[config.mk]
export PLATFORM = sky130hd
export DESIGN_NAME = irq_pending
export DESIGN_NICKNAME = d
export VERILOG_FILES = /design/src/rtl/irq_pending.sv
export SDC_FILE = /design/constraint.sdc
export NUM_CORES = 1
export LEC_CHECK = 0
export BUFFER_PORTS_ARGS = -buffer_cell sky130_fd_sc_hd__buf_4
export CAP_MARGIN = 10
export CORE_AREA = 2 2 97 99
export DETAILED_ROUTE_END_ITERATION = 8
export DIE_AREA = 0 0 99 101
export PLACE_DENSITY = 0.7
export SLEW_MARGIN = 20
export SYNTH_ARGS = -nofsm -noshare
export SYNTH_HDL_FRONTEND = slang
export SYNTH_SLANG_ARGS = --single-unit
[constraint.sdc]
create_clock -name clk -period 2.6 [get_ports clk]
set_input_delay 0.26 -clock clk [delete_from_list [all_inputs] [get_ports clk]]
set_output_delay 0.26 -clock clk [all_outputs]
set_load 0.02 [all_outputs]
[src/rtl/irq_pending.sv]
// Machine interrupt-pending vector: synchronizes PLIC lines, registers CLINT lines,
// compares stimecmp for Sstc and holds the software-writable pending bits.
module irq_pending #(
    parameter int unsigned XLEN           = 64,
    parameter bit          S_SUPPORTED    = 1'b1,
    parameter bit          SSTC_SUPPORTED = 1'b1,
    parameter int unsigned SYNC_STAGES    = 2
) (
    input  logic            clk,
    input  logic            reset,
    input  logic            MExtInt,
    input  logic            SExtInt,
    input  logic            MTimerInt,
    input  logic            MSwInt,
    input  logic [63:0]     MTIME,
    input  logic [63:0]     STIMECMP_REGW,
    input  logic            STCE,
    input  logic [11:0]     MIDELEG_REGW,
    input  logic            CSRMWriteM,
    input  logic            CSRSWriteM,
    input  logic [11:0]     CSRAdrM,
    input  logic [XLEN-1:0] CSRWriteValM,
    output logic [11:0]     MIP_REGW,
    output logic [11:0]     MIP_SW
);

    localparam logic [11:0] MipAdr = 12'h344;
    localparam logic [11:0] SipAdr = 12'h144;

    logic [SYNC_STAGES-1:0] mExtSync, sExtSync;
    logic                   mTip, mSip, stipCmp;
    logic                   swSsip, swSeip, swStip;
    logic                   stipHw, stip, mipWrite, sipWrite;
    logic [11:0]            wval;
    logic                   unusedBits;

    always_comb begin
        wval     = CSRWriteValM[11:0];
        stipHw   = SSTC_SUPPORTED && STCE;
        stip     = stipHw ? stipCmp : swStip;
        mipWrite = CSRMWriteM && (CSRAdrM == MipAdr);
        sipWrite = CSRSWriteM && (CSRAdrM == SipAdr);
    end

    // Only the low pending-bit field and MIDELEG[1] are consumed.
    assign unusedBits = ^{CSRWriteValM, MIDELEG_REGW};

    always_ff @(posedge clk) begin
        if (reset) begin
            mExtSync <= '0;
            sExtSync <= '0;
            mTip     <= 1'b0;
            mSip     <= 1'b0;
            stipCmp  <= 1'b0;
            swSsip   <= 1'b0;
            swSeip   <= 1'b0;
            swStip   <= 1'b0;
        end else begin
            mExtSync <= {mExtSync[SYNC_STAGES-2:0], MExtInt};
            sExtSync <= {sExtSync[SYNC_STAGES-2:0], SExtInt};
            mTip     <= MTimerInt;
            mSip     <= MSwInt;
            stipCmp  <= SSTC_SUPPORTED && (MTIME >= STIMECMP_REGW);
            if (S_SUPPORTED) begin
                if (mipWrite) begin
                    swSsip <= wval[1];
                    swSeip <= wval[9];
                    // sw_stip keeps its old value while the comparator owns STIP.
                    if (!stipHw) swStip <= wval[5];
                end else if (sipWrite && MIDELEG_REGW[1]) begin
                    swSsip <= wval[1];
                end
            end
        end
    end

    always_comb begin
        MIP_REGW     = '0;
        MIP_REGW[11] = mExtSync[SYNC_STAGES-1];
        MIP_REGW[7]  = mTip;
        MIP_REGW[3]  = mSip;
        if (S_SUPPORTED) begin
            MIP_REGW[9] = swSeip | sExtSync[SYNC_STAGES-1];
            MIP_REGW[5] = stip;
            MIP_REGW[1] = swSsip;
        end
        // Software reads SEIP without the external line folded in.
        MIP_SW    = MIP_REGW;
        MIP_SW[9] = S_SUPPORTED && swSeip;
    end

endmodule

== After elaboration in Yosys (flattened, before gate mapping) ==
Cells that the tools add are included.
Cells by class
  eq/ne operators: 2
  mux-type cells: 3
  reduce and logical (&&, ||, !) cells: 5
  magnitude comparators: 1
  bitwise logic cells: 2
Operators by type and width (number)
  >= comparator 64 bit: 1
  == test 12 x 10 -> 1 bit (second input constant): 1
  == test 12 x 9 -> 1 bit (second input constant): 1
  logical AND 1 bit: 3
  two-way mux 1 bit: 3
  AND reduction 2 bit: 1
  nonzero test 2 bit: 1
  inverter 1 bit: 1
  OR 1 bit: 1
Word-level totals
  logic and storage cells: 21
  bits in registers: 10
  input bits: 225
  output and inout bits: 24

== Depth between registers and ports, before layout ==
  depth after elaboration: 5
  depth in mapped cells: 8
  depth with buffers taken out: 8

== Worst setup path after synthesis ==
Ideal clock, no wire load.
  kind: input -> register
  from: input MTIME[0]
  to: register stipCmp
  arrival time: 1749 ps
  cell stages on the path: 8
  buffers on the path: 0
  library setup time: 128 ps
  data required time: 2472 ps
  slack: 723 ps
  path through: inv_1 ha_1 nand2b_4 a2111oi_2 nor4_2 a2111o_1 a31oi_1 o41ai_2
On the way
  longest elaborated chain between the ends: 1
Ends and longest elaborated chain
  from (decl): line 15  | input logic [63:0] MTIME,
  >= comparator 64 bit: line 63  | stipCmp <= SSTC_SUPPORTED && (MTIME >= STIMECMP_REGW);
  to (signal assigned): line 63
  to (decl): line 31  | logic mTip, mSip, stipCmp;
No other way between the ends.
A chain may end at the register's enable or synchronous reset.

== Worst setup path after layout ==
  from: input MTIME[11]
  to: register stipCmp
Same word-level chain as after synthesis.

==> results by group <==
Run status
  – Run status: finished clean

Layout
  – Final net count: roughly 730
  – Diodes inserted: 0
  – Most common cell after layout, fill and taps aside: buf_4
  – Fraction of layout cells with a size suffix above 1: 0.4014
  – Most frequent cells in the layout: buf_4, inv_1, ha_1
  – Layout overhead on the synthesized area: 58.81%

Placed design
  – Place WS: a little over 300 ps
  – Port bufs: roughly 160
  – Final HPWL DP: just under 6 mm
  – Routability Congestion: about 0.74

STA
  – PnR worst setup slack: 580.3 ps
  – Max Transition Viols Final: 0
  – Final min period: around 2000 ps
  – Post-route clock skew: 0.2001 ps
  – Hold Slack: approximately 240 ps
  – RSZ-0062 raised after global routing: false
  – Total negative slack: 0 ps
  – Number of setup violations in the final report: 0
  – Final period utilization: 0.7768
  – Final hold violation count: 0
  – F_max: about 0.5 GHz

Route
  – Iter 0 DRT Violations: 26
  – DR vias: 2,415
  – DRT antenna net count: 0
  – Routed wire per std cell: 11.18 um
  – DRC violations left: 0
  – Pre-Repair DR Iteration Count: 4
  – DRT Wirelength: 6.169 mm
  – Vias/cell: 4.375

Job
  – Max-cap violations: 0

Worst hold path
  – Hold_sp: MTimerInt
  – Worst Hold Class: primary input to register

Clocking
  – Worst-case clock buffer depth: 2
  – Cts hold-fix bufs: 0
  – CTS resizes: 0
  – Clk sinks: 10
  – TritonCTS clock tree: built
  – Reg clk slew, reported paths: about 50 ps
  – # H-tree levels: 1
  – CTS buffer count: 3
  – CTS root buf: clkbuf_8
  – Post-CTS Setup Repair Bufs: 0
  – Clk Latency, worst-skew pair: around 230 ps

Logic synthesis
  – Post-synthesis simple-gate area fraction: 0.1825
  – Main synth FF type: dfxtp_1
  – Post-synth cell types: 43
  – Avg Cell Area, Syn: around 7.7 um^2
  – Post-Synthesis Cells: ~290
  – Complex-gate fraction of the synthesized area: 0.1517
  – Mapped cell area: approximately 2200 um^2
  – Adder-Cell Fraction of Synth Area: 0.3651
  – Post-synth EDFFs: 0
  – Main combinational cell family by area after synthesis: adder cells
  – Sequential share of the synthesized area: 0.09127
  – Asr flop ratio synth: 0
  – Register bit total from synthesis: 10
  – Post-synthesis xor/xnor area fraction: 0
  – Multiplexer area fraction after synthesis: 0.01426
  – Synth Warn #: 0

Floorplanning
  – Total die area: 9999 um^2
  – Effective utilization at floorplan: 0.2443
  – Chip width: roughly 100 um
  – Cell Rows: 35
  – Boundary pin count: between 200 and 250
  – Die span in y: ~100 um
  – Core Region: around 9000 um^2

GRT
  – Antenna violations before repair: 0
  – Number of global-route vias before repair: ~2,400
  – Tot GR Track Use: 0.1179
  – Largest net degree at the start of global routing: 13
  – Wire length of the first global-routing pass: slightly below 10 mm
  – GRT overflow: 0

Critical path
  – Critical path endpoint category: register
  – Worst Setup Start Kind: primary input
  – Crit path kind: primary input to register
  – Worst Path Required: 2740 ps
  – Max Fanout on Critical Path: 3
  – CP Data Arrival Time: about 2200 ps
  – R2r startpoint: swSsip
  – CP Launch Point: MTIME[11]

Power and ir drop
  – Pleak: around 2.0 nW
  – Power per cell area: between 200 and 250 nW/um^2
  – Worst vdd ir: around 0.18 mV
  – Overall power: 804.9 uW
## path summary, 6_finish.rpt
| kind | slack, ps | cells past startpoint | endpoint |
|---|---|---|---|
| worst max-delay path | 580 | 8 | stipCmp |
| worst min-delay path | 240 | 2 | mTip |
| worst max register to register | 1980 | 2 | swSsip |
| worst min register to register | 440 | 1 | sExtSync[1] |
## report_power, final
| group | switching (mW) | internal, mW | leakage [nW] |
|---|---|---|---|
| clock network | 0.0578 | 0.133 | 0.0288 |
| registers | 0.00165 | 0.160 | 0.0822 |
| logic | 0.192 | 0.261 | 1.94 |
## flip-flops by register name, indices dropped and copies added, names as in the netlist
register and count:
stipCmp 1, mExtSync 2, sExtSync 2, swStip 1
mSip 1, swSeip 1, mTip 1, swSsip 1
## worst max-delay path: stages
cell	delay, ps
buf_4	110
ha_1	300
nand4_1	130
or4_1	550
nor4_2	210
a2111o_1	180
a31oi_1	130
o41ai_2	290
## cells by family after synthesis
| group | Yosys count |
|---|---|
| AOI/OAI and AO/OA | 53 |
| adders and majority gates | 64 |
| buffers and inverters | 90 |
| DFF | 10 |
| muxes | 3 |
| other | 1 |
| and+or+nand+nor | 65 |
## cell type report
class | count | area, um^2
Multi-Input combinational cell | 197 | 1610
Timing Repair Buffer | 164 | 1231
Inverter | 66 | 247.7
Sequential cell | 10 | 200.2
Tap cell | 111 | 138.9
Fill cell | 930 | 5494
Clock buffer | 4 | 55.05
## metal layers
metal  GRT usage  vias up  wire length [um]
li1            -     1256                 -
met1      0.1423     1050              2543
met2      0.2209      107              3043
met3     0.02497        2               566
met4     0.01264        0                16
met5           0        -                 0
## per-stage QoR
step	utilization	cells	instance area, um^2
6_report	0.3880	552	3483
3_5_place_dp	0.3819	548	3428
4_1_cts	0.3880	552	3483
5_1_grt	0.3880	552	3483
3_3_place_gp	0.3819	548	3428
2_1_floorplan	-	297	2235
## synth_stat cells (2+ instances only)
master,n,share of area
a211oi_1,2,0.0068
a21oi_1,26,0.059
a221oi_1,2,0.0080
and4_1,7,0.028
buf_4,23,0.079
dfxtp_1,10,0.091
ha_1,64,0.37
inv_1,66,0.11
mux2i_1,2,0.0091
nand2_1,19,0.033
nand3_1,4,0.0091
nand4_1,7,0.020
nor2_1,7,0.012
nor2b_1,6,0.017
nor3_1,3,0.0068
o21ai_0,10,0.023
or3_1,2,0.0057
Note: power is estimated with default switching activity, not from simulation.
